<file path="src/rtl/zbt_arbiter.sv">
// zbt_arbiter: single-port ZBT SRAM arbiter between a recorder (writes) and a transmitter (reads)
// Ports:
//   clk, reset       rising-edge clock, asynchronous active-low reset
//   wr_req/addr/data write request, held until wr_ack; wr_ack pulses in the issue cycle
//   rd_req/addr      read request, held until rd_ack; rd_ack pulses in the issue cycle
//   rd_data/rd_valid read data returned RD_LAT cycles after the issue cycle
//   zbt_addr/wdata/we/rdata  ZBT SRAM pins
//   memory_full/memory_empty fill-level decodes of the buffered word count
module zbt_arbiter #(
  parameter int ADDR_W = 19,
  parameter int DATA_W = 36,
  parameter int RD_LAT = 2,
  parameter int DEPTH  = 2**19
) (
  input  logic              clk,
  input  logic              reset,
  input  logic              wr_req,
  input  logic [ADDR_W-1:0] wr_addr,
  input  logic [DATA_W-1:0] wr_data,
  output logic              wr_ack,
  input  logic              rd_req,
  input  logic [ADDR_W-1:0] rd_addr,
  output logic              rd_ack,
  output logic [DATA_W-1:0] rd_data,
  output logic              rd_valid,
  output logic [ADDR_W-1:0] zbt_addr,
  output logic [DATA_W-1:0] zbt_wdata,
  output logic              zbt_we,
  input  logic [DATA_W-1:0] zbt_rdata,
  output logic              memory_full,
  output logic              memory_empty
);
  localparam int CNT_W = $clog2(DEPTH + 1);
  typedef enum logic [1:0] {IDLE, WR, RD} state_t;
  state_t            state_q, state_d;
  logic              last_rd_q;
  logic [CNT_W-1:0]  fill_q, fill_d;
  logic [ADDR_W-1:0] addr_q;
  logic [DATA_W-1:0] wdata_q, rdata_q;
  logic [RD_LAT-1:0] pipe_q;
  logic [RD_LAT:0]   rd_vec;
  logic              wr_elig, rd_elig;
  assign memory_full  = fill_q == CNT_W'(DEPTH);
  assign memory_empty = fill_q == '0;
  // The port being acknowledged this cycle is still holding its request, so it sits out one cycle
  assign wr_elig = wr_req && !memory_full && state_q != WR;
  assign rd_elig = rd_req && !memory_empty && state_q != RD;
  // Count is committed at selection so full/empty already account for the operation in flight
  always_comb begin
    state_d = (wr_elig && (!rd_elig || last_rd_q)) ? WR : rd_elig ? RD : IDLE;
    fill_d  = state_d == WR ? fill_q + CNT_W'(1) : state_d == RD ? fill_q - CNT_W'(1) : fill_q;
  end
  // rd_vec[0] is the read issue cycle; bit k is k cycles later
  assign rd_vec    = {pipe_q, state_q == RD};
  assign rd_valid  = rd_vec[RD_LAT];
  assign rd_data   = rdata_q;
  assign wr_ack    = state_q == WR;
  assign rd_ack    = state_q == RD;
  assign zbt_we    = state_q == WR;
  assign zbt_addr  = addr_q;
  assign zbt_wdata = wdata_q;
  always_ff @(posedge clk or negedge reset) begin
    if (!reset) begin
      state_q   <= IDLE;
      last_rd_q <= 1'b1;
      fill_q    <= '0;
      addr_q    <= '0;
      wdata_q   <= '0;
      rdata_q   <= '0;
      pipe_q    <= '0;
    end else begin
      state_q <= state_d;
      fill_q  <= fill_d;
      pipe_q  <= rd_vec[RD_LAT-1:0];
      if (state_d != IDLE) last_rd_q <= state_d == RD;
      if (state_d == WR) begin
        addr_q  <= wr_addr;
        wdata_q <= wr_data;
      end else if (state_d == RD) begin
        addr_q <= rd_addr;
      end
      if (rd_vec[RD_LAT-1]) rdata_q <= zbt_rdata;
    end
  end
endmodule

</file>
<file path="config.mk">
export PLATFORM = sky130hd
export DESIGN_NAME = zbt_arbiter
export DESIGN_NICKNAME = d
export VERILOG_FILES = /design/src/rtl/zbt_arbiter.sv
export SDC_FILE = /design/constraint.sdc
export NUM_CORES = 1
export LEC_CHECK = 0
export BUFFER_PORTS_ARGS = -buffer_cell sky130_fd_sc_hd__buf_2
export CAP_MARGIN = 20
export CELL_PAD_IN_SITES_DETAIL_PLACEMENT = 1
export CELL_PAD_IN_SITES_GLOBAL_PLACEMENT = 2
export CORE_ASPECT_RATIO = 1.1
export CORE_UTILIZATION = 28
export DETAILED_ROUTE_END_ITERATION = 6
export GPL_ROUTABILITY_DRIVEN = 0
export HOLD_SLACK_MARGIN = 0.1
export PLACE_DENSITY_LB_ADDON = 0.1
export SLEW_MARGIN = 20
export SYNTH_ARGS = -nofsm -noshare
export SYNTH_HDL_FRONTEND = slang
export SYNTH_SLANG_ARGS = --single-unit
</file>
<file path="constraint.sdc">
create_clock -name clk -period 4.9 [get_ports clk]
set_input_delay 0.245 -clock clk [delete_from_list [all_inputs] [get_ports clk]]
set_output_delay 0.245 -clock clk [all_outputs]
set_load 0.02 [all_outputs]
</file>
**Yosys cells after proc, flatten, opt, wreduce, memory -nomap -nowiden**

Cells that the tools add are included.

- Register bits: 116
- Input port bits: 114
- Word-level logic and storage cells: 34
- Output and inout port bits: 97

- Mux-type cells: 6
- Add/sub/neg operators: 2
- Equality and inequality tests: 7
- Reduce and logical (&&, ||, !) cells: 12

Operator list:

| kind | count |
|---|---|
| $mux 20 | 2 |
| $mux 19 | 2 |
| $add 20x1->20 const B | 1 |
| $eq 20x20->1 const B | 1 |
| $logic_not 20->1 | 1 |
| $sub 20x1->20 const B | 1 |
| $logic_and 1x1->1 | 5 |
| $eq 2x1->1 const B | 2 |
| $eq 2x2->1 const B | 2 |
| $mux 2 | 2 |
| $reduce_bool 2->1 | 2 |
| $logic_not 1->1 | 3 |
| $ne 2x1->1 const B | 1 |
| $ne 2x2->1 const B | 1 |
| $logic_or 1x1->1 | 1 |

**Longest topological paths before layout**

- Word-level depth: 11
- Depth in mapped cells: 13
- Gate-level depth less buffers: 11

**Worst setup path after synthesis**

Ideal clock, no wire load.

- Path kind: reg-to-reg
- Start: reg fill_q[8]
- End: reg fill_q[16]
- Stages on the path, launching flop included: 12
- Buffers on the path: 0
- Setup slack: 1.093 ns
- Arrival: 3.681 ns
- Data required time: 4.774 ns
- Period minus slack after synthesis: 3.807 ns
- Setup time: 0.126 ns
- Cell sequence: dfrtp_1 or4_1 nor2_4 nand2_2 o211ai_2 ha_1 a21o_1 a221o_1 a311o_1 a21oi_4 o21ai_1 a221o_1

- Word-level cells in the longest chain between the ends: 10
- Elaborated cells on any way between the ends: 20
- Those cells by class: add/sub (2); eq/ne (3); mux (4); reduce/logical (11)

RTL lines:

| item | line | source |
|---|---|---|
| start, declared | 37 | `logic [CNT_W-1:0] fill_q, fill_d;` |
| start signal, assigned | 73 | `fill_q <= fill_d;` |
| branches (longest 10 deep; another with $sub 20x1->20) | n/a |  |

Parallel ways; which one is timed is not known. The select of a mux whose other input is x is not followed.
A chain may end at the register's enable or synchronous reset.

**Worst setup path in the final report**

Same ends and word-level chain as after synthesis.

==> results.txt <==
syn avg cell area: 11.9 um^2
final worst setup slack: 0.744 ns
Critical path buffers and inverters: 0
sequential area share after synthesis: 53.7%
share of layout cells above drive strength 1: 41.8%
commonest non-fill, non-tap cell in the layout: buf_2
vias in the first global route: 5453
1st-iter DRT viols: 159
Initial Util: 29.0%
Top FF cell, synth: dfrtp_1
Slew Viols, Final: 0
Synth Register Bits: 116
Clk Latency, worst-skew pair: 0.41 ns
# rows: 52
Core Region: 18700 um^2
sum of negative setup slack: 0 ns
total nets after synthesis: 586
die area: 19900 um^2
asr flop ratio synth: 100%
Tmin final: 4.16 ns
final hold slack: 0.167 ns
outcome: finished, final reports clean
ANT nets after route: 0
die height: 148 um
cell breakdown of the critical path: or4_1, nor2_4, nand2_2, o211ai_2, ha_1, a21o_1, a221o_1, a311o_1, a21oi_4, o21ai_1, a221o_1
CTS clk-pin slew, worst paths: 0.06 ns
pre-CTS setup slack: 0.744 ns
clk buf depth: 2
f_max: 241 MHz
Final Hold Fails: 0
CP max-delay cell: or4_1
maximum VDD drop: 315 uV
DRC errors left: 0
first-pass GRT wire length: 27.9 mm
CP endpoint kind: flip-flop
Sink Count: 116
Chip Width: 135 um
Netlist cell types: 55
gr usage total: 18.1%
fillcell total: 2070
CTS tree: done
Mapped Area: 5410 um^2
worst hold path type: input pin to flip-flop
Post-CTS Setup Inserts: 0
Crit path largest cell delay: 0.60 ns
Root Buffer: clkbuf_16
Detail Placement HPWL: 11.5 mm
largest net degree at the start of global routing: 76
H-tree Lvls: 4
Worst EP arrival: 4.45 ns
critical-path maximum fanout: 13
IO Count: 211
Cell Pwr Density: 658 nW/um^2
detailed-route via count: 4852
Inserted Clock Buffers: 17
P_leak: 4.02 nW
unrepaired setup endpoints after global routing: false
Synth warnings: 0
Worst path top cell family by delay: compound AO/OA/AOI/OAI gates
Synth Instances: 453
Max-Cap Viols: 0
critical path class: flip-flop to flip-flop
EDFF count, synth: 0
sequential cell area: 2900 um^2
Syn-to-layout area delta: 55.6%
Multi-input gate area: 2380 um^2
drt first pass iters: 4
count of input and output buffers: 210
Critical Path RT: 5.19 ns
most frequent cells in the layout: 209 x buf_2, 115 x dfrtp_1, 111 x dlygate4sd3_1
gr ovfl total: 0
Final Cycle Share: 84.8%
routed length per instance: 16.6 um
vias per std cell: 4.70
Worst-Margin Slew: 0.744 ns
Final Skew: 0.00965 ns
Slew Limit Headroom: 50.4%
Total Wirelength: 17.1 mm
initial antenna violation count: 2
endpoints failing setup: 0
CP dominant cell by count: a221o_1
crit path launch type: flip-flop
fin nets: 909
[state kept, by name, summed over array words and instances (netlist names)]
signal / cells
last_rd_q: 1
fill_q: 20
rd_data: 36
pipe_q: 2
zbt_addr: 19
zbt_wdata: 36
state_q: 2
[worst register-to-register path, stage by stage (launching register included)]
cell      delay (ns)
dfrtp_1         0.39
or4_1           0.60
nor2_4          0.20
nand2_2         0.13
o211ai_2        0.60
ha_1            0.42
a21o_1          0.20
a221o_1         0.39
a311o_1         0.44
a21oi_4         0.25
o21ai_1         0.10
a221o_1         0.31
[power breakdown]
| group | switching, W | leakage [nW] | total (W) | internal [W] |
|---|---|---|---|---|
| clock | 0.000464 | 0.274 | 0.00121 | 0.000741 |
| combinational | 0.00151 | 2.38 | 0.00268 | 0.00117 |
| sequential | 0.000263 | 1.38 | 0.00166 | 0.00139 |
[cell usage after synthesis, drive strengths merged (2+ instances only)]
library cell	instances	area share (%)
mux2	72	16
and3	4	0.46
o31a	2	0.32
a31oi	2	0.23
ha	18	4.2
nand4	4	0.46
o2111a	2	0.42
xor2	6	0.97
nor4	2	0.23
dfrtp	115	53
buf	13	1.4
o21ai	22	2.0
nand2	70	4.9
nor2	11	0.90
clkbuf	11	0.76
a22oi	20	2.8
o221ai	2	0.32
inv	8	0.55
or4	2	0.35
nand2b	2	0.23
xnor2	10	1.6
a221o	3	0.55
o211ai	4	0.65
a21oi	14	1.5
nand3	4	0.37
a211oi	4	0.55
a21o	8	1.1
o311ai	2	0.32
[metal layers]
layer	GRT usage, %	vias to the layer above	wire length [um]
met1	20.2	2393	6780
met4	7.42	2	469
met5	0	-	17
met2	31.6	144	8900
met3	5.56	36	932
li1	-	2277	-
[final timing paths]
kind	startpoint	endpoint	slack, ns	depth (start not counted)
setup reg to reg	fill_q[8]	fill_q[16]	0.74	11
min in group asynchronous	reset	fill_q[13]	0.41	2
hold / removal	wr_req	last_rd_q	0.17	4
hold reg to reg	rd_data[21]	rd_data[21]	0.50	1
max in group asynchronous	reset	rd_data[12]	3.41	3
setup / recovery	fill_q[8]	fill_q[16]	0.74	11
[metrics by stage]
stage | total power, W | util (%) | instance area [um^2] | instances
2_1_floorplan | 0.00340 | - | 5410 | 453
3_3_place_gp | 0.00419 | 35.9 | 6700 | 888
3_5_place_dp | 0.00423 | 36.0 | 6710 | 888
4_1_cts | 0.00560 | 45.0 | 8400 | 1031
5_1_grt | 0.00594 | 45.1 | 8420 | 1032
6_report | 0.00555 | 45.1 | 8420 | 1033
[what timing repair did]
action | CTS | global route
endpoints found under the hold margin | 164 | 0
gates resized for setup | 0 | 0
hold buffers | 111 | 0
[kinds of logic after synthesis]
logic type | share of synthesized area, %
flip-flops | 53.7
XOR/XNOR | 2.59
AO/OA/AOI/OAI | 11.9
adder cells (fa/ha/maj) | 4.53
multiplexers | 15.9
AND/OR/NAND/NOR | 8.71
buffers and inverters | 2.73
[final cells by class]
cell class	count	share of cell area, %
Clock inverter	10	1.16
Tap cell	243	3.61
Multi-Input combinational cell	305	28.2
Antenna cell	1	0.0297
Sequential cell	116	34.5
Inverter	8	0.357
Timing Repair Buffer	328	26.5
Clock buffer	22	5.63
Note: power is estimated with default switching activity, not from simulation.
